## config.mk

```make
export PLATFORM = sky130hd
export DESIGN_NAME = decode_stage_flat
export DESIGN_NICKNAME = d
export VERILOG_FILES = /design/src/rtl/brisc_pkg.sv /design/src/rtl/decode_stage_if.sv /design/src/rtl/decode_stage_imm_gen.sv /design/src/rtl/decode_stage.sv /design/src/flat_wrapper.sv
export SDC_FILE = /design/constraint.sdc
export NUM_CORES = 1
export LEC_CHECK = 0
export BUFFER_PORTS_ARGS = -buffer_cell sky130_fd_sc_hd__buf_2
export CELL_PAD_IN_SITES_DETAIL_PLACEMENT = 0
export CELL_PAD_IN_SITES_GLOBAL_PLACEMENT = 1
export CORE_ASPECT_RATIO = 1.1
export CORE_MARGIN = 2
export CORE_UTILIZATION = 44
export DETAILED_ROUTE_END_ITERATION = 6
export GPL_TIMING_DRIVEN = 0
export HOLD_SLACK_MARGIN = 0.05
export PLACE_DENSITY = 0.95
export SYNTH_ARGS = -nofsm -noshare
export SYNTH_HDL_FRONTEND = slang
export SYNTH_HIERARCHICAL = 1
export SYNTH_SLANG_ARGS = --single-unit
```

## constraint.sdc

```tcl
create_clock -name clk -period 5.1 [get_ports clk]
set_input_delay 0.255 -clock clk [delete_from_list [all_inputs] [get_ports clk]]
set_output_delay 0.255 -clock clk [all_outputs]
set_load 0.005 [all_outputs]
```

## src/rtl/brisc_pkg.sv

```systemverilog
// Shared b-risc definitions: datapath width, RV32I base opcodes and immediate formats.
package brisc_pkg;

   localparam int XLEN = 32;

   localparam logic [6:0] OPC_LUI      = 7'b0110111;
   localparam logic [6:0] OPC_AUIPC    = 7'b0010111;
   localparam logic [6:0] OPC_JAL      = 7'b1101111;
   localparam logic [6:0] OPC_JALR     = 7'b1100111;
   localparam logic [6:0] OPC_BRANCH   = 7'b1100011;
   localparam logic [6:0] OPC_LOAD     = 7'b0000011;
   localparam logic [6:0] OPC_STORE    = 7'b0100011;
   localparam logic [6:0] OPC_OP_IMM   = 7'b0010011;
   localparam logic [6:0] OPC_OP       = 7'b0110011;
   localparam logic [6:0] OPC_MISC_MEM = 7'b0001111;
   localparam logic [6:0] OPC_SYSTEM   = 7'b1110011;

   // IMM_R selects a zero immediate for register-register instructions.
   typedef enum logic [2:0] {
      IMM_I,
      IMM_S,
      IMM_B,
      IMM_U,
      IMM_J,
      IMM_R
   } imm_type_e;

   // All base opcodes end in 2'b11, so a full 7-bit match also rejects compressed encodings.
   function automatic logic is_rv32i_opcode(input logic [6:0] opc);
      logic legal;
      case (opc)
         OPC_LUI, OPC_AUIPC, OPC_JAL, OPC_JALR, OPC_BRANCH, OPC_LOAD,
         OPC_STORE, OPC_OP_IMM, OPC_OP, OPC_MISC_MEM, OPC_SYSTEM: legal = 1'b1;
         default:                                                 legal = 1'b0;
      endcase
      return legal;
   endfunction

endpackage

```

## src/rtl/decode_stage_if.sv

```systemverilog
// Fetch-to-decode channel: fetch (master) offers an instruction, decode (slave) answers with if_ready.
interface decode_stage_if #(
   parameter int XLEN = brisc_pkg::XLEN
) ();

   logic            if_valid;
   logic [XLEN-1:0] if_instr;
   logic [XLEN-1:0] if_pc;
   logic            if_ready;

   modport master (
      output if_valid,
      output if_instr,
      output if_pc,
      input  if_ready
   );

   modport slave (
      input  if_valid,
      input  if_instr,
      input  if_pc,
      output if_ready
   );

endinterface

```

## src/rtl/decode_stage_imm_gen.sv

```systemverilog
// Immediate generator: rebuilds the I/S/B/U/J immediate from instruction bits [31:7], sign-extended to XLEN.
module imm_gen
   import brisc_pkg::*;
#(
   parameter int XLEN = brisc_pkg::XLEN
) (
   input  logic [31:7]     instr,
   input  imm_type_e       imm_type,
   output logic [XLEN-1:0] imm
);

   logic [31:0] imm32;

   always_comb begin
      imm32 = '0;
      case (imm_type)
         IMM_I:   imm32 = {{20{instr[31]}}, instr[31:20]};
         IMM_S:   imm32 = {{20{instr[31]}}, instr[31:25], instr[11:7]};
         IMM_B:   imm32 = {{19{instr[31]}}, instr[31], instr[7], instr[30:25], instr[11:8], 1'b0};
         IMM_U:   imm32 = {instr[31:12], 12'b0};
         IMM_J:   imm32 = {{11{instr[31]}}, instr[31], instr[19:12], instr[20], instr[30:21], 1'b0};
         default: imm32 = '0;
      endcase
   end

   assign imm = XLEN'($signed(imm32));

endmodule

```

## src/rtl/decode_stage.sv

```systemverilog
// b-risc decode stage: IF/ID and ID/EX pipeline registers, control decode and load-use interlock.
// Optional DECODE_ILLEGAL_TRAP_EN: flag non-RV32I opcodes in ex_illegal and suppress their control.
module decode_stage
   import brisc_pkg::*;
#(
   parameter int XLEN      = brisc_pkg::XLEN,
   parameter int REG_IDX_W = 5
) (
   input  logic                 clk,
   input  logic                 aresetn,
   decode_stage_if.slave        fetch,
   input  logic                 flush,
   input  logic                 ex_stall,
   output logic [REG_IDX_W-1:0] rd_reg_a,
   output logic [REG_IDX_W-1:0] rd_reg_b,
   input  logic [XLEN-1:0]      rf_data_a,
   input  logic [XLEN-1:0]      rf_data_b,
   output logic                 ex_valid,
   output logic [XLEN-1:0]      ex_pc,
   output logic [XLEN-1:0]      ex_imm,
   output logic [XLEN-1:0]      ex_rs1_data,
   output logic [XLEN-1:0]      ex_rs2_data,
   output logic [REG_IDX_W-1:0] ex_rs1,
   output logic [REG_IDX_W-1:0] ex_rs2,
   output logic [REG_IDX_W-1:0] ex_rd,
   output logic [6:0]           ex_opcode,
   output logic [2:0]           ex_funct3,
   output logic                 ex_funct7_b5,
   output logic                 ex_mem_read,
   output logic                 ex_mem_write,
   output logic                 ex_reg_write,
   output logic                 ex_illegal
);

   // IF/ID register
   logic            id_valid_reg;
   logic [XLEN-1:0] id_instr_reg;
   logic [XLEN-1:0] id_pc_reg;

   // ID/EX register
   logic                 ex_valid_reg;
   logic [XLEN-1:0]      ex_pc_reg;
   logic [XLEN-1:0]      ex_imm_reg;
   logic [XLEN-1:0]      ex_rs1_data_reg;
   logic [XLEN-1:0]      ex_rs2_data_reg;
   logic [REG_IDX_W-1:0] ex_rs1_reg;
   logic [REG_IDX_W-1:0] ex_rs2_reg;
   logic [REG_IDX_W-1:0] ex_rd_reg;
   logic [6:0]           ex_opcode_reg;
   logic [2:0]           ex_funct3_reg;
   logic                 ex_funct7_b5_reg;
   logic                 ex_mem_read_reg;
   logic                 ex_mem_write_reg;
   logic                 ex_reg_write_reg;
   logic                 ex_illegal_reg;

   // Instruction fields of the IF/ID entry
   logic [6:0]           opcode;
   logic [REG_IDX_W-1:0] rs1_idx;
   logic [REG_IDX_W-1:0] rs2_idx;
   logic [REG_IDX_W-1:0] rd_idx;

   assign opcode  = id_instr_reg[6:0];
   assign rs1_idx = REG_IDX_W'(id_instr_reg[19:15]);
   assign rs2_idx = REG_IDX_W'(id_instr_reg[24:20]);
   assign rd_idx  = REG_IDX_W'(id_instr_reg[11:7]);

   logic      uses_rs1;
   logic      uses_rs2;
   logic      dec_mem_read;
   logic      dec_mem_write;
   logic      dec_reg_write;
   logic      dec_illegal;
   imm_type_e imm_type;

   always_comb begin
      uses_rs1      = 1'b1;
      uses_rs2      = 1'b0;
      dec_mem_read  = 1'b0;
      dec_mem_write = 1'b0;
      dec_reg_write = 1'b0;
      imm_type      = IMM_I;
      case (opcode)
         OPC_LUI, OPC_AUIPC: begin
            uses_rs1      = 1'b0;
            dec_reg_write = 1'b1;
            imm_type      = IMM_U;
         end
         OPC_JAL: begin
            uses_rs1      = 1'b0;
            dec_reg_write = 1'b1;
            imm_type      = IMM_J;
         end
         OPC_JALR:   dec_reg_write = 1'b1;
         OPC_BRANCH: begin
            uses_rs2 = 1'b1;
            imm_type = IMM_B;
         end
         OPC_LOAD: begin
            dec_mem_read  = 1'b1;
            dec_reg_write = 1'b1;
         end
         OPC_STORE: begin
            uses_rs2      = 1'b1;
            dec_mem_write = 1'b1;
            imm_type      = IMM_S;
         end
         OPC_OP_IMM: dec_reg_write = 1'b1;
         OPC_OP: begin
            uses_rs2      = 1'b1;
            dec_reg_write = 1'b1;
            imm_type      = IMM_R;
         end
         default: ;
      endcase
   end

`ifdef DECODE_ILLEGAL_TRAP_EN
   assign dec_illegal = !is_rv32i_opcode(opcode);
`else
   assign dec_illegal = 1'b0;
`endif

   logic ctl_mem_read;
   logic ctl_mem_write;
   logic ctl_reg_write;

   assign ctl_mem_read  = dec_mem_read  & ~dec_illegal;
   assign ctl_mem_write = dec_mem_write & ~dec_illegal;
   assign ctl_reg_write = dec_reg_write & ~dec_illegal & (rd_idx != '0);

   logic [XLEN-1:0] dec_imm;

   imm_gen #(
      .XLEN (XLEN)
   ) u_imm_gen (
      .instr    (id_instr_reg[31:7]),
      .imm_type (imm_type),
      .imm      (dec_imm)
   );

   // A load in EX cannot feed the instruction behind it until it has left EX.
   logic hazard;
   assign hazard = ex_valid_reg & ex_mem_read_reg & (ex_rd_reg != '0) & id_valid_reg &
                   ((uses_rs1 & (ex_rd_reg == rs1_idx)) | (uses_rs2 & (ex_rd_reg == rs2_idx)));

   assign fetch.if_ready = !ex_stall && !hazard;

   always_ff @(posedge clk or negedge aresetn) begin
      if (!aresetn) begin
         id_valid_reg     <= 1'b0;
         id_instr_reg     <= '0;
         id_pc_reg        <= '0;
         ex_valid_reg     <= 1'b0;
         ex_pc_reg        <= '0;
         ex_imm_reg       <= '0;
         ex_rs1_data_reg  <= '0;
         ex_rs2_data_reg  <= '0;
         ex_rs1_reg       <= '0;
         ex_rs2_reg       <= '0;
         ex_rd_reg        <= '0;
         ex_opcode_reg    <= '0;
         ex_funct3_reg    <= '0;
         ex_funct7_b5_reg <= 1'b0;
         ex_mem_read_reg  <= 1'b0;
         ex_mem_write_reg <= 1'b0;
         ex_reg_write_reg <= 1'b0;
         ex_illegal_reg   <= 1'b0;
      end else if (flush) begin
         id_valid_reg     <= 1'b0;
         ex_valid_reg     <= 1'b0;
         ex_mem_read_reg  <= 1'b0;
         ex_mem_write_reg <= 1'b0;
         ex_reg_write_reg <= 1'b0;
         ex_illegal_reg   <= 1'b0;
      end else if (!ex_stall) begin
         // Bubbles keep the previous payload so EX sees deterministic don't-care fields.
         if (hazard || !id_valid_reg) begin
            ex_valid_reg     <= 1'b0;
            ex_mem_read_reg  <= 1'b0;
            ex_mem_write_reg <= 1'b0;
            ex_reg_write_reg <= 1'b0;
            ex_illegal_reg   <= 1'b0;
         end else begin
            ex_valid_reg     <= 1'b1;
            ex_pc_reg        <= id_pc_reg;
            ex_imm_reg       <= dec_imm;
            ex_rs1_data_reg  <= rf_data_a;
            ex_rs2_data_reg  <= rf_data_b;
            ex_rs1_reg       <= rs1_idx;
            ex_rs2_reg       <= rs2_idx;
            ex_rd_reg        <= rd_idx;
            ex_opcode_reg    <= opcode;
            ex_funct3_reg    <= id_instr_reg[14:12];
            ex_funct7_b5_reg <= id_instr_reg[30];
            ex_mem_read_reg  <= ctl_mem_read;
            ex_mem_write_reg <= ctl_mem_write;
            ex_reg_write_reg <= ctl_reg_write;
            ex_illegal_reg   <= dec_illegal;
         end
         if (!hazard) begin
            id_valid_reg <= fetch.if_valid;
            if (fetch.if_valid) begin
               id_instr_reg <= fetch.if_instr;
               id_pc_reg    <= fetch.if_pc;
            end
         end
      end
   end

   assign rd_reg_a     = rs1_idx;
   assign rd_reg_b     = rs2_idx;
   assign ex_valid     = ex_valid_reg;
   assign ex_pc        = ex_pc_reg;
   assign ex_imm       = ex_imm_reg;
   assign ex_rs1_data  = ex_rs1_data_reg;
   assign ex_rs2_data  = ex_rs2_data_reg;
   assign ex_rs1       = ex_rs1_reg;
   assign ex_rs2       = ex_rs2_reg;
   assign ex_rd        = ex_rd_reg;
   assign ex_opcode    = ex_opcode_reg;
   assign ex_funct3    = ex_funct3_reg;
   assign ex_funct7_b5 = ex_funct7_b5_reg;
   assign ex_mem_read  = ex_mem_read_reg;
   assign ex_mem_write = ex_mem_write_reg;
   assign ex_reg_write = ex_reg_write_reg;
   assign ex_illegal   = ex_illegal_reg;

endmodule

```

## src/flat_wrapper.sv

```systemverilog
// flat-port wrapper written by rule: the top's interface ports become plain ports
module decode_stage_flat import brisc_pkg::*;
#(
   parameter int XLEN      = brisc_pkg::XLEN,
   parameter int REG_IDX_W = 5
)
  (clk, aresetn, flush, ex_stall, rd_reg_a, rd_reg_b, rf_data_a, rf_data_b, ex_valid, ex_pc, ex_imm, ex_rs1_data, ex_rs2_data, ex_rs1, ex_rs2, ex_rd, ex_opcode, ex_funct3, ex_funct7_b5, ex_mem_read, ex_mem_write, ex_reg_write, ex_illegal, fetch_if_valid, fetch_if_instr, fetch_if_pc, fetch_if_ready);
  decode_stage_if #(.XLEN(XLEN)) fetch_i ();
  input  logic clk;
  input  logic aresetn;
  input  logic flush;
  input  logic ex_stall;
  output logic [REG_IDX_W-1:0] rd_reg_a;
  output logic [REG_IDX_W-1:0] rd_reg_b;
  input  logic [XLEN-1:0] rf_data_a;
  input  logic [XLEN-1:0] rf_data_b;
  output logic ex_valid;
  output logic [XLEN-1:0] ex_pc;
  output logic [XLEN-1:0] ex_imm;
  output logic [XLEN-1:0] ex_rs1_data;
  output logic [XLEN-1:0] ex_rs2_data;
  output logic [REG_IDX_W-1:0] ex_rs1;
  output logic [REG_IDX_W-1:0] ex_rs2;
  output logic [REG_IDX_W-1:0] ex_rd;
  output logic [6:0] ex_opcode;
  output logic [2:0] ex_funct3;
  output logic ex_funct7_b5;
  output logic ex_mem_read;
  output logic ex_mem_write;
  output logic ex_reg_write;
  output logic ex_illegal;
  input wire logic [$bits(fetch_i.if_valid)-1:0] fetch_if_valid;
  input wire logic [$bits(fetch_i.if_instr)-1:0] fetch_if_instr;
  input wire logic [$bits(fetch_i.if_pc)-1:0] fetch_if_pc;
  output wire logic [$bits(fetch_i.if_ready)-1:0] fetch_if_ready;
  assign fetch_i.if_valid = fetch_if_valid;
  assign fetch_i.if_instr = fetch_if_instr;
  assign fetch_i.if_pc = fetch_if_pc;
  assign fetch_if_ready = fetch_i.if_ready;
  decode_stage #(.XLEN(XLEN), .REG_IDX_W(REG_IDX_W)) u_core (.clk(clk), .aresetn(aresetn), .fetch(fetch_i), .flush(flush), .ex_stall(ex_stall), .rd_reg_a(rd_reg_a), .rd_reg_b(rd_reg_b), .rf_data_a(rf_data_a), .rf_data_b(rf_data_b), .ex_valid(ex_valid), .ex_pc(ex_pc), .ex_imm(ex_imm), .ex_rs1_data(ex_rs1_data), .ex_rs2_data(ex_rs2_data), .ex_rs1(ex_rs1), .ex_rs2(ex_rs2), .ex_rd(ex_rd), .ex_opcode(ex_opcode), .ex_funct3(ex_funct3), .ex_funct7_b5(ex_funct7_b5), .ex_mem_read(ex_mem_read), .ex_mem_write(ex_mem_write), .ex_reg_write(ex_reg_write), .ex_illegal(ex_illegal));
endmodule
```

# == Word level (Yosys, flattened, before mapping) ==
# Cells that the tools add are included.
# classes
bitwise,12
reduce_logical,15
eq_ne,17
n_mux,24
# op_table
operator,count
$pmux 32 s5,1
$mux 1,22
$eq 7x6->1 const B,3
$eq 7x7->1 const B,3
$pmux 3 s5,1
$eq 7x5->1 const B,2
$eq 5x5->1,2
$reduce_bool 5->1,2
$and 1x1->1,7
$eq 7x2->1 const B,1
$reduce_or 7->1,1
$eq 3x2->1 const B,2
$reduce_or 3->1,2
$ne 2x2->1 const B,2
$not 1->1,4
$reduce_and 4->1,1
$eq 3x1->1 const B,1
$eq 3x3->1 const B,1
$logic_not 1->1,3
$logic_not 3->1,1
$reduce_and 3->1,1
$reduce_and 2->1,1
$reduce_or 2->1,1
$logic_and 1x1->1,1
2 further kinds,2
# word_totals
inputBits,133
out_inout_bits,170
wordCells,86
regBits,224

# == Longest topological paths before layout ==
# depth
word_depth,10
depth_mapped,10
mapped_depth_nobuf,7

# == By module ==
# The synthesis kept the hierarchy.
# modules_own_cells
module,seq_area_each_um2,cells_each,area_per_inst_um2,n_inst
decode_stage,5580.4,530,8749.6,1
imm_gen,0.0,94,540.5,1

# == Worst setup path before layout ==
# Ideal clock, no wire load.
# synth_path
kind,register to register
startpoint,"register u_core.ex_rd_reg[1], in the netlist u_core/ex_rd[1]"
endpoint,register u_core.id_instr_reg[0]
setup_time_ns,0.127
arrival_ns,2.279
period_less_slack_ns,2.407
setup_slack_ns,2.693
required_ns,4.973
stages_incl_launch_ff,8
n_path_buf,2
cell_sequence,dfrtp_1 or4_1 o2111ai_2 nor4b_2 nor4b_2 buf_4 buf_6 mux2_1
# synth_between
elab_chain_cells,6
elab_cells_between_ends,11
cone_classes,eq/ne (2); bitwise (7); reduce/logical (2)
# synth_rtl
item,line_no,rtl
"start, declared",decode_stage.sv:48,logic [REG_IDX_W-1:0] ex_rd_reg;
"start signal, assigned",decode_stage.sv:192,ex_rd_reg <= rd_idx;
$eq 5x5->1 / $reduce_bool 5->1 (equally long branches),"decode_stage.sv:145, decode_stage.sv:144",
$and 1x1->1 (on tied branches),"decode_stage.sv:145, decode_stage.sv:144",
$or 1x1->1 / $and 1x1->1 (equally long branches),"decode_stage.sv:145, decode_stage.sv:144",
$and 1x1->1 *,decode_stage.sv:144,assign hazard = ex_valid_reg & ex_mem_read_reg & (ex_rd_reg != '0) & id_valid_reg &
$not 1->1 (no source line) *,--,
$reduce_and 4->1 (no source line) *,--,
"end signal, assigned",decode_stage.sv:204,id_instr_reg <= fetch.if_instr;
"end, declared",decode_stage.sv:37,logic [XLEN-1:0] id_instr_reg;
# Mark *: on every way between the ends. The rest lies on a longest branch, timed or not.
# A chain may end at the register's enable or synchronous reset.

# == Final worst setup path ==
# layout_path
startpoint,register u_core.id_instr_reg[6]
endpoint,register u_core.id_instr_reg[11]
# layout_between
elab_chain_cells,8
elab_cells_between_ends,16
cone_classes,eq/ne (6); mux (2); bitwise (5); reduce/logical (3)
# layout_rtl
item,line_no,rtl
$eq 7x6->1 (tied with other cells),decode_stage.sv:83,case (opcode)
$reduce_or 3->1 (no source line),--,
$mux 1,decode_stage.sv:83,
$and 1x1->1,decode_stage.sv:145,((uses_rs1 & (ex_rd_reg == rs1_idx)) | (uses_rs2 & (ex_rd_reg == rs2_idx)));
$or 1x1->1 *,decode_stage.sv:145,
$and 1x1->1 *,decode_stage.sv:144,
$not 1->1 (no source line) *,--,
$reduce_and 4->1 (no source line) *,--,
# Marks and branches as above.

==> impl_metrics.ini <==
[status]
outcome = completed

[detailed_routing]
finalWirelength_um = 26200
drt-initial-drc-count = 278
drc = 0
wl_per_cell_um = 19.4
ant_nets = 0
firstDrtPassIters = 4
num_vias = 6875
vias_per_cell = 5.07

[clock_network]
post_cts_buffers = 0
holdBufCountCts = 129
cts.path.max_buffers = 3
insertion_delay_ps = 520
cts-root-buf = clkbuf_16
numCtsBuffers = 24
ctsHtreeMaxLevel = 1
cts-resized-gates = 0
path_clk_slew_ps = 60
cts_tree = yes
cts.sinks = 223

[synth]
syn_inst = 624
avgSynthCellArea_um2 = 14.9
ys.flop_type = dfrtp_1
synth_edf_count = 0
yosys_warnings = 6
seq_area_frac_synth = 0.601
netlist_area_um2 = 9290
async_flop_share = 1.00
ys_types = 45
synth-seq-cells = 223
syn_nets = 757

[global_route]
grt_max_degree = 125
antenna_found_initial = 2
grt_usage = 0.231
grt_pass1_wl_um = 40100
first_global_vias = 7418
grt_overflow = 0

[power_and_ir_drop]
power.leakage_nw = 6.39
p_per_area_nw_per_um2 = 434
vdd_drop_max_mv = 0.343
p_total_w = 0.00576

[placed_design]
place_hpwl_um = 16600
gp_congestion = 0.805
postPlaceCellArea_um2 = 11200
io_buffer_count = 301

[critical_path]
cp-startpoint = u_core/id_instr_reg[6]
r2r_slack_ps = 2380
critPathLaunchType = flop
crit_end = u_core/id_instr_reg[11]
crit_arrival_ps = 3110
worstReg2RegStart = u_core/id_instr_reg[6]
crit-reg2reg-capture = u_core/id_instr_reg[11]
r2r_cells = 8
worstPathMaxFanout = 10
worstPathRequired_ps = 5490
path_class = reg -> reg
cp-end-kind = flop

[finish]
drive_above_1_share = 0.407
final_cell_area_um2 = 13300
fin_nets = 1214
syn2layout_area_growth_pct = 42.8

[die]
die_y_um = 156
rows = 55
core_um2 = 20600
ioPinCount = 303
start_util = 0.450
fp.dieArea_um2 = 22300
die_w_um = 143

[timing]
whs_ps = 136
fin_crit_ps = 2720
fmax_ghz = 0.368
tns_ps = 0
min_period_over_period = 0.532
slew_headroom = 0.486
tightest_slew_ps = 772
clock_skew_ps = 12.8
rsz0062_at_grt = false
hold_viol_final = 0
setup_viol = 0
maxSlewViolCount = 0

[min_path]
hp-class = in -> reg

[run]
cap_violations = 0
cell families (layout without fill, tap and decap cells):
family,Yosys count,in the layout,share of synthesized area
and+or+nand+nor,67,67,0.0413
DFF,223,223,0.601
xor gates and xnor gates,10,10,0.00943
muxes,223,223,0.270
AOI/OAI and AO/OA,45,45,0.0323
other,1,4,0.000404
adders and majority gates,1,1,0.00121
buffers and inverters,54,526,0.0444
Yosys cell counts, types with 3 or more instances:
master,number,area [um2]
dfrtp_1,223,5580
mux2_1,165,1860
mux2_2,57,642
nand2_1,27,101
a21oi_1,19,95.1
buf_6,19,214
buf_4,15,113
o22ai_1,12,75.1
buf_2,9,45.0
inv_1,7,26.3
nor2b_1,7,43.8
xnor2_1,7,61.3
nand2b_1,6,37.5
nor2_1,6,22.5
clkbuf_1,4,15.0
o21ai_0,4,20.0
xor2_1,3,26.3
area by class of cell:
cell class / count / area, um2
Antenna cell: 3 / 7.51
Inverter: 7 / 26.3
Timing Repair Buffer: 431 / 2840
Multi-Input combinational cell: 347 / 3300
Tap cell: 256 / 320
Fill cell: 1474 / 7380
Sequential cell: 223 / 5580
Clock inverter: 10 / 154
Buffer: 47 / 387
Clock buffer: 31 / 657
worst min path at each step:
stage / from / to / slack (ps) / cells after the start
4_1_cts: flush / u_core/id_valid_reg / 120 / 3
3_5_place_dp: aresetn / u_core/ex_opcode[5] / 340 / 1
6_report: flush / u_core/id_valid_reg / 140 / 3
5_1_grt: flush / u_core/ex_valid / 140 / 3
2_1_floorplan: aresetn / u_core/ex_funct3[0] / -40 / 0
3_3_place_gp: u_core/ex_rs1_data[29] / u_core/ex_rs1_data[29] / 460 / 1
metal layers:
| metal | up-vias | routed length, um | track usage |
|---|---|---|---|
| met5 | - | 0 | 0 |
| li1 | 3107 | - | - |
| met2 | 265 | 13400 | 0.403 |
| met4 | 0 | 768 | 0.0759 |
| met1 | 3445 | 10300 | 0.286 |
| met3 | 58 | 1730 | 0.0490 |
power breakdown:
group | switching, W | internal (W)
Sequential | 0.000345 | 0.00227
Combinational | 0.000578 | 0.000776
Clock | 0.000719 | 0.00107
Total | 0.00164 | 0.00411
worst max-delay path, cell delays in order, from the launching register on:
cell and delay [ps]:
dfrtp_1 350, buf_2 170, nor4bb_1 500, a2111oi_0 190, nor4b_2 230, nor4b_2 320, buf_4 280, buf_6 200
mux2_1 350
cells in the final DEF (no fill, tap or decap), drive strengths merged, types with 2 or more instances in the layout:
master | synthesis | routed
clkinvlp | 0 | 3
diode | 0 | 3
bufinv | 0 | 3
nand2 | 27 | 27
a21oi | 19 | 19
mux2 | 222 | 222
xnor2 | 7 | 7
nor2b | 7 | 7
nand4 | 2 | 2
and2 | 3 | 3
inv | 7 | 8
xor2 | 3 | 3
o21ai | 4 | 4
dlygate4sd3 | 0 | 129
buf | 43 | 345
and2b | 2 | 2
nor4b | 2 | 2
a22o | 2 | 2
nor3 | 2 | 2
clkbuf | 4 | 35
or4 | 2 | 2
o22ai | 12 | 12
nor2 | 6 | 6
nand2b | 7 | 7
clkinv | 0 | 3
dfrtp | 223 | 223
metrics by stage:
step                      cells  worst slack (ps)   util
final                      1355              2380  0.642
after CTS                  1352              2360  0.642
after global routing       1353              2150  0.642
after floorplan             624              2690      -
after detailed placement   1182              2380  0.540
after global placement     1181             -5.75  0.538
No activity file was read; power rests on OpenSTA's default activity.
